===== config.mk =====
export PLATFORM = sky130hd
export DESIGN_NAME = fp_norm_round
export DESIGN_NICKNAME = d
export VERILOG_FILES = /design/src/rtl/fp_mul_pkg.sv /design/src/rtl/fp_round_rne.sv /design/src/rtl/fp_norm_round.sv
export SDC_FILE = /design/constraint.sdc
export NUM_CORES = 1
export LEC_CHECK = 0
export CAP_MARGIN = 40
export CORE_MARGIN = 1.5
export CORE_UTILIZATION = 40
export CTS_CLUSTER_SIZE = 10
export DETAILED_ROUTE_END_ITERATION = 6
export PLACE_DENSITY = 0.68
export SETUP_SLACK_MARGIN = 0.3
export SLEW_MARGIN = 20
export SYNTH_ARGS = -nofsm -noshare
export SYNTH_HDL_FRONTEND = slang
export SYNTH_HIERARCHICAL = 1
export SYNTH_SLANG_ARGS = --single-unit
export TNS_END_PERCENT = 30

===== constraint.sdc =====
create_clock -name clk -period 2.25 [get_ports clk]
set_input_delay 0.5625 -clock clk [delete_from_list [all_inputs] [get_ports clk]]
set_output_delay 0.5625 -clock clk [all_outputs]
set_load 0.02 [all_outputs]

===== src/rtl/fp_mul_pkg.sv =====
// ============================================================================
// fp_mul_pkg : shared widths, constants and S1 stage record for the FP32
//              multiplier normalise/round back end.           Rev 1.0
// ============================================================================
`default_nettype none

package fp_mul_pkg;

  localparam int EXP_W   = 8;
  localparam int MAN_W   = 23;
  localparam int BIAS    = 127;
  localparam int EXP_MAX = 255;
  localparam int SIG_W   = MAN_W + 1;
  localparam int PROD_W  = 2 * SIG_W;
  localparam int E_W     = 11;
  localparam int FP_W    = 1 + EXP_W + MAN_W;

  localparam logic [FP_W-1:0] FP_POS_INF = 32'h7F80_0000;
  localparam logic [FP_W-1:0] FP_ZERO    = 32'h0000_0000;

  typedef struct packed {
    logic                  sign;
    logic signed [E_W-1:0] e;
    logic [SIG_W-1:0]      sig;
    logic                  g;
    logic                  r;
    logic                  s;
    logic                  zero;
  } s1_t;

endpackage

`default_nettype wire


===== src/rtl/fp_round_rne.sv =====
// ============================================================================
// fp_round_rne : significand rounding; round-to-nearest-even when
//                FP_ROUND_RNE_EN is defined, truncation otherwise.   Rev 1.0
// ============================================================================
`default_nettype none

module fp_round_rne
  import fp_mul_pkg::*;
(
  input  logic [SIG_W-1:0] sig_i,
  input  logic             g_i,
  input  logic             r_i,
  input  logic             s_i,
  output logic [SIG_W-1:0] sig_o,
  output logic             carry_o
);

  logic           inc;
  logic [SIG_W:0] sum;

`ifdef FP_ROUND_RNE_EN
  assign inc = g_i & (r_i | s_i | sig_i[0]);
`else
  logic unused_grs;
  assign unused_grs = g_i ^ r_i ^ s_i;
  assign inc        = 1'b0;
`endif

  assign sum     = {1'b0, sig_i} + {{SIG_W{1'b0}}, inc};
  assign carry_o = sum[SIG_W];
  // All-ones significand rolled over: result is exactly 1.0 at the next exponent.
  assign sig_o   = carry_o ? {1'b1, {(SIG_W-1){1'b0}}} : sum[SIG_W-1:0];

endmodule

`default_nettype wire


===== src/rtl/fp_norm_round.sv =====
// ============================================================================
// fp_norm_round : FP32 multiplier back end - bias removal, normalise, round,
//                 range check and pack; 2-stage valid/ready pipeline.
//                 Optional macro: FP_ROUND_RNE_EN (RNE rounding).   Rev 1.0
// ============================================================================
`default_nettype none

module fp_norm_round
  import fp_mul_pkg::*;
(
  input  logic              clk,
  input  logic              rst,
  input  logic              in_valid,
  output logic              in_ready,
  input  logic              Signo,
  input  logic [EXP_W:0]    Exp_suma,
  input  logic [PROD_W-1:0] Mant_prod,
  input  logic              Es_cero,
  output logic              out_valid,
  input  logic              out_ready,
  output logic [FP_W-1:0]   Resultado,
  output logic              Overflow,
  output logic              Underflow
);

  s1_t             s1_q, s1_d;
  logic            s1_valid_q;
  logic            out_valid_q;
  logic [FP_W-1:0] res_q, res_d;
  logic            ovf_q, ovf_d;
  logic            unf_q, unf_d;

  logic                  s2_take;
  logic                  s1_adv;
  logic [SIG_W-1:0]      sig_rnd;
  logic                  rnd_carry;
  logic signed [E_W-1:0] e_rnd;
  logic signed [E_W-1:0] exp_unb;
  logic                  unused_sig_msb;

  assign s2_take  = !out_valid_q || out_ready;
  assign s1_adv   = s1_valid_q && s2_take;
  assign in_ready = !rst && (!s1_valid_q || s1_adv);

  // S1: remove bias and pick the 24-bit window under the leading one.
  assign exp_unb = $signed({{(E_W-EXP_W-1){1'b0}}, Exp_suma}) - $signed(E_W'(BIAS));

  always_comb begin
    s1_d      = '0;
    s1_d.sign = Signo;
    s1_d.zero = Es_cero;
    if (Mant_prod[PROD_W-1]) begin
      s1_d.sig = Mant_prod[PROD_W-1 -: SIG_W];
      s1_d.g   = Mant_prod[PROD_W-SIG_W-1];
      s1_d.r   = Mant_prod[PROD_W-SIG_W-2];
      s1_d.s   = |Mant_prod[PROD_W-SIG_W-3:0];
      s1_d.e   = exp_unb + E_W'(1);
    end else begin
      s1_d.sig = Mant_prod[PROD_W-2 -: SIG_W];
      s1_d.g   = Mant_prod[PROD_W-SIG_W-2];
      s1_d.r   = Mant_prod[PROD_W-SIG_W-3];
      s1_d.s   = |Mant_prod[PROD_W-SIG_W-4:0];
      s1_d.e   = exp_unb;
    end
  end

  fp_round_rne u_round (
    .sig_i   (s1_q.sig),
    .g_i     (s1_q.g),
    .r_i     (s1_q.r),
    .s_i     (s1_q.s),
    .sig_o   (sig_rnd),
    .carry_o (rnd_carry)
  );

  assign e_rnd          = s1_q.e + (rnd_carry ? E_W'(1) : E_W'(0));
  assign unused_sig_msb = sig_rnd[SIG_W-1];

  // S2: zero operand outranks the range checks.
  always_comb begin
    res_d = {s1_q.sign, e_rnd[EXP_W-1:0], sig_rnd[MAN_W-1:0]};
    ovf_d = 1'b0;
    unf_d = 1'b0;
    if (s1_q.zero) begin
      res_d = {s1_q.sign, FP_ZERO[FP_W-2:0]};
    end else if (e_rnd >= $signed(E_W'(EXP_MAX))) begin
      res_d = {s1_q.sign, FP_POS_INF[FP_W-2:0]};
      ovf_d = 1'b1;
    end else if (e_rnd <= $signed(E_W'(0))) begin
      res_d = {s1_q.sign, FP_ZERO[FP_W-2:0]};
      unf_d = 1'b1;
    end
  end

  always_ff @(posedge clk) begin
    if (rst) begin
      s1_q        <= '0;
      s1_valid_q  <= 1'b0;
      out_valid_q <= 1'b0;
      res_q       <= '0;
      ovf_q       <= 1'b0;
      unf_q       <= 1'b0;
    end else begin
      if (in_ready) begin
        s1_valid_q <= in_valid;
        if (in_valid) begin
          s1_q <= s1_d;
        end
      end
      if (s2_take) begin
        out_valid_q <= s1_valid_q;
        if (s1_valid_q) begin
          res_q <= res_d;
          ovf_q <= ovf_d;
          unf_q <= unf_d;
        end
      end
    end
  end

  assign out_valid = out_valid_q;
  assign Resultado = res_q;
  assign Overflow  = ovf_q;
  assign Underflow = unf_q;

endmodule

`default_nettype wire


# After elaboration in Yosys (flattened, before gate mapping)
# Index checks and enable logic that the tools add are counted.
[op_classes]
n_addsub = 2
mux = 9
n_lt_le_gt_ge = 2
n_reduce_logical = 11
[ops]
columns = ["op", "count"]
rows = [
  ["$mux W31", 3],
  ["$mux W38", 1],
  ["$reduce_or A22 Y1", 1],
  ["$reduce_or A21 Y1", 1],
  ["$add A10 B2 Y11 const B", 1],
  ["$ge A11 B9 Y1 const B", 1],
  ["$le A11 B1 Y1 const B", 1],
  ["$sub A9 B7 Y10 const B", 1],
  ["$mux W1", 5],
  ["$reduce_and A2 Y1", 2],
  ["$logic_not A1 Y1", 3],
  ["$logic_and A1 B1 Y1", 2],
  ["$logic_or A1 B1 Y1", 2],
]
[totals]
elab_cells = 33
input_bits = 63
out_inout_bits = 36
reg_bits = 72

# Logic depth before layout (Yosys ltp)
[logic_depth]
ltp_word = 6
mapped_depth = 9
ltp_nobuf = 7

# By module
# The synthesis kept the hierarchy.
[modules_own_cells]
columns = ["module", "cells_each", "area_each_um2", "instances", "seq_area_each_um2"]
rows = [
  ["fp_norm_round", 439, 3681.0, 1, 1521.5],
  ["fp_round_rne", 26, 191.4, 1, 0.0],
]

# Worst setup path before layout
# OpenSTA, ideal clock, no wires.
[synth_path]
path_type = "input-to-reg"
startpoint = "input rst"
endpoint = "register s1_q[30] in the netlist's numbering"
t_required_ns = 2.180
cell_stages = 7
arrival_ns = 2.054
setup_ns = 0.070
n_path_buf = 3
path_slack_ns = 0.126
cell_sequence = "clkbuf_1 a21oi_1 and2_1 clkbuf_1 clkbuf_1 o211ai_1 a21oi_1"
[synth_between]
elab_chain_cells = 3
[synth_rtl]
columns = ["item", "line", "source"]
rows = [
  ["start: declaration", "fp_norm_round.sv:12", "input logic rst,"],
  ["$logic_not A1 Y1", "fp_norm_round.sv:43", "assign in_ready = !rst && (!s1_valid_q || s1_adv);"],
  ["$logic_and A1 B1 Y1", "fp_norm_round.sv:43", ""],
  ["via in_ready", "fp_norm_round.sv:14", "output logic in_ready,"],
  ["$reduce_and A2 Y1 (no source line)", "n/a", ""],
  ["end signal: assignment", "fp_norm_round.sv:97", "s1_q <= '0;"],
  ["end signal: assignment", "fp_norm_round.sv:107", "s1_q <= s1_d;"],
  ["end: declaration", "fp_norm_round.sv:26", "s1_t s1_q, s1_d;"],
]
# The timed path passes the listed nets, and every way through them passes these cells.
# A chain may end at the register's enable or synchronous reset.

# Final worst setup path
[layout_path]
startpoint = "input rst"
endpoint = "output in_ready"
[layout_between]
elab_chain_cells = 2
[layout_rtl]
columns = ["item", "line"]
rows = [
  ["$logic_not A1 Y1", "fp_norm_round.sv:43"],
  ["$logic_and A1 B1 Y1", "fp_norm_round.sv:43"],
  ["end: declaration", "fp_norm_round.sv:14"],
]
# Every way passes these cells.

==> qor.yml <==
cp_cell_sequence: "clkdlybuf4s50_1 -> a21oi_2 -> buf_4"
die_area_um2: 9750
clk_pin_slew_ps: 70
cts_made_buffers: 9
grt_max_degree: 41
rows: 34
outcome: "complete, but fails checks"
maxCapViolations: 0
crit_path_start_kind: "input port"
die_width_um: 98.8
vdd_ir_drop_max_mv: 0.381
start_util: 0.416
overflow: 0
yosysWarnings: 6
initialDrtViolationCount: 119
place_inst: 598
r2r_cells: 6
die_h_um: 98.8
synthCells: 440
rsz0062_at_grt: "yes"
grt_pass1_vias: 3017
grt_pass1_wl_mm: 14.3
relSlewSlack: 0.561
fill_cells: 840
num_io_pins: 99
synth_nets: 509
antenna_left: 0
max_freq_ghz: 0.513
root_buffer: "clkbuf_8"
fin_nets: 571
core_area_um2: 8810
min_to: "Resultado[9]"
hold_viol: 0
r2r_end: "Underflow"
pre_cts_slack_ps: -367
clock_path_buffers: 2
finalCriticalPeriod_ps: 1950
final_common_cell: "dfxtp_1"
viasPerCell: 5.16
min_from: "Resultado[9]"
antenna_cells: 0
final.setup.worst_slack_ps: 302
fin_worst_skew_ps: 5.86
areaGrowthSynthToFinish_pct: 28.5
ctsHtreeMaxLevel: 3
fin_crit_sh: 0.866
min_path_type: "reg2reg"
utilization: 0.535
r2r_slack_ps: 480
drive_gt1_frac: 0.132
grtUsageTotal: 0.181
cts_tree: "done"
reg2reg_from: "s1_q[30]"
drt-total-wl_mm: 8.67
dp_hpwl_mm: 6.35
portBuffers: 75
required_ps: 1690
antenna_found_initial: 0
hold_buffers: 0
setup_viol: 0
clock_latency_ps: 330
critPathMaxStageDelay_ps: 460
synth_area_um2: 3670
final_cell_mix: "dfxtp_1 (72), clkdlybuf4s50_1 (69), nand2_1 (52)"
worst_pin_slew_ps: 653
dr.pass1.iters: 7
slowest_stage: "clkdlybuf4s50_1"
vias: 3174
holdPathStages: 2
syn_area_per_cell_um2: 8.33
crit_fanout: 2
cts.sinks: 72
violations: "design-rule violations"
end_kind: "output pin"
drc: 7
slew_violations: 0
power_leakage_nw: 1.74
fin_cells: 615
post_drt_wl_per_cell_um: 14.1
critPathKind: "in2out"
power_density_nw_per_um2: 598
gp_congestion: 0.831
worstPathArrival_ps: 1390
-- power by group --
group / switching [W] / leakage (nW) / internal, W / total [W]
clock: 0.000482 / 0.0870 / 0.000406 / 0.000888
sequential: 0.0000464 / 0.588 / 0.00134 / 0.00138
combinational: 0.000294 / 1.07 / 0.000253 / 0.000547
-- metal layers --
metal	GRT usage	share of wire	vias up
met5	0	0	-
met4	0.0615	0.014	0
li1	-	-	1664
met1	0.236	0.47	1429
met2	0.299	0.47	72
met3	0.0362	0.044	9
-- critical path, delay by kind of cell --
kind | cells | cell delay (ps)
buffers and inverters | 2 | 630
AO/OA/AOI/OAI | 1 | 190
-- stage by stage --
stage	instance area (um^2)	TNS, ps	hold slack, ps	power [W]
final	4710	0	448	0.00282
after global placement	4490	-2070	434	0.00194
after detailed placement	4490	-2350	440	0.00195
after CTS	4680	0	450	0.00284
after global routing	4710	0	475	0.00297
after floorplan	3670	0	436	0.00175
-- state kept, by name, indices dropped and copies added, names as in the netlist --
| name | cells |
|---|---|
| s1_valid_q | 1 |
| out_valid | 1 |
| Overflow | 1 |
| Resultado | 32 |
| s1_q | 36 |
| Underflow | 1 |
-- final cells by class --
class                           instances  area, um^2  share of cell area
Sequential cell                        72        1440               0.306
Clock inverter                          6        43.8             0.00929
Inverter                                5        18.8             0.00398
Timing Repair Buffer                  105         996               0.211
Clock buffer                           10         128              0.0271
Multi-Input combinational cell        309        1950               0.414
Tap cell                              108         135              0.0287
-- timing repair --
action,CTS,global route
cloned,0,0
setup buffers,1,0
gates resized for setup,16,5
pin swaps,4,2
setup endpoints to repair,8,9
endpoints found under the hold margin,0,0
-- worst max-delay path by stage --
stage	slack (ps)	end	from	cells after the start
floorplan	190	s1_q[37]	Exp_suma[0]	6
global placement	-320	s1_q[37]	Exp_suma[0]	7
detailed placement	-370	s1_q[37]	Exp_suma[0]	7
CTS	290	in_ready	rst	3
global route	270	Resultado[1]	rst	6
finish	300	in_ready	rst	3
No activity file was read; power rests on OpenSTA's default activity.
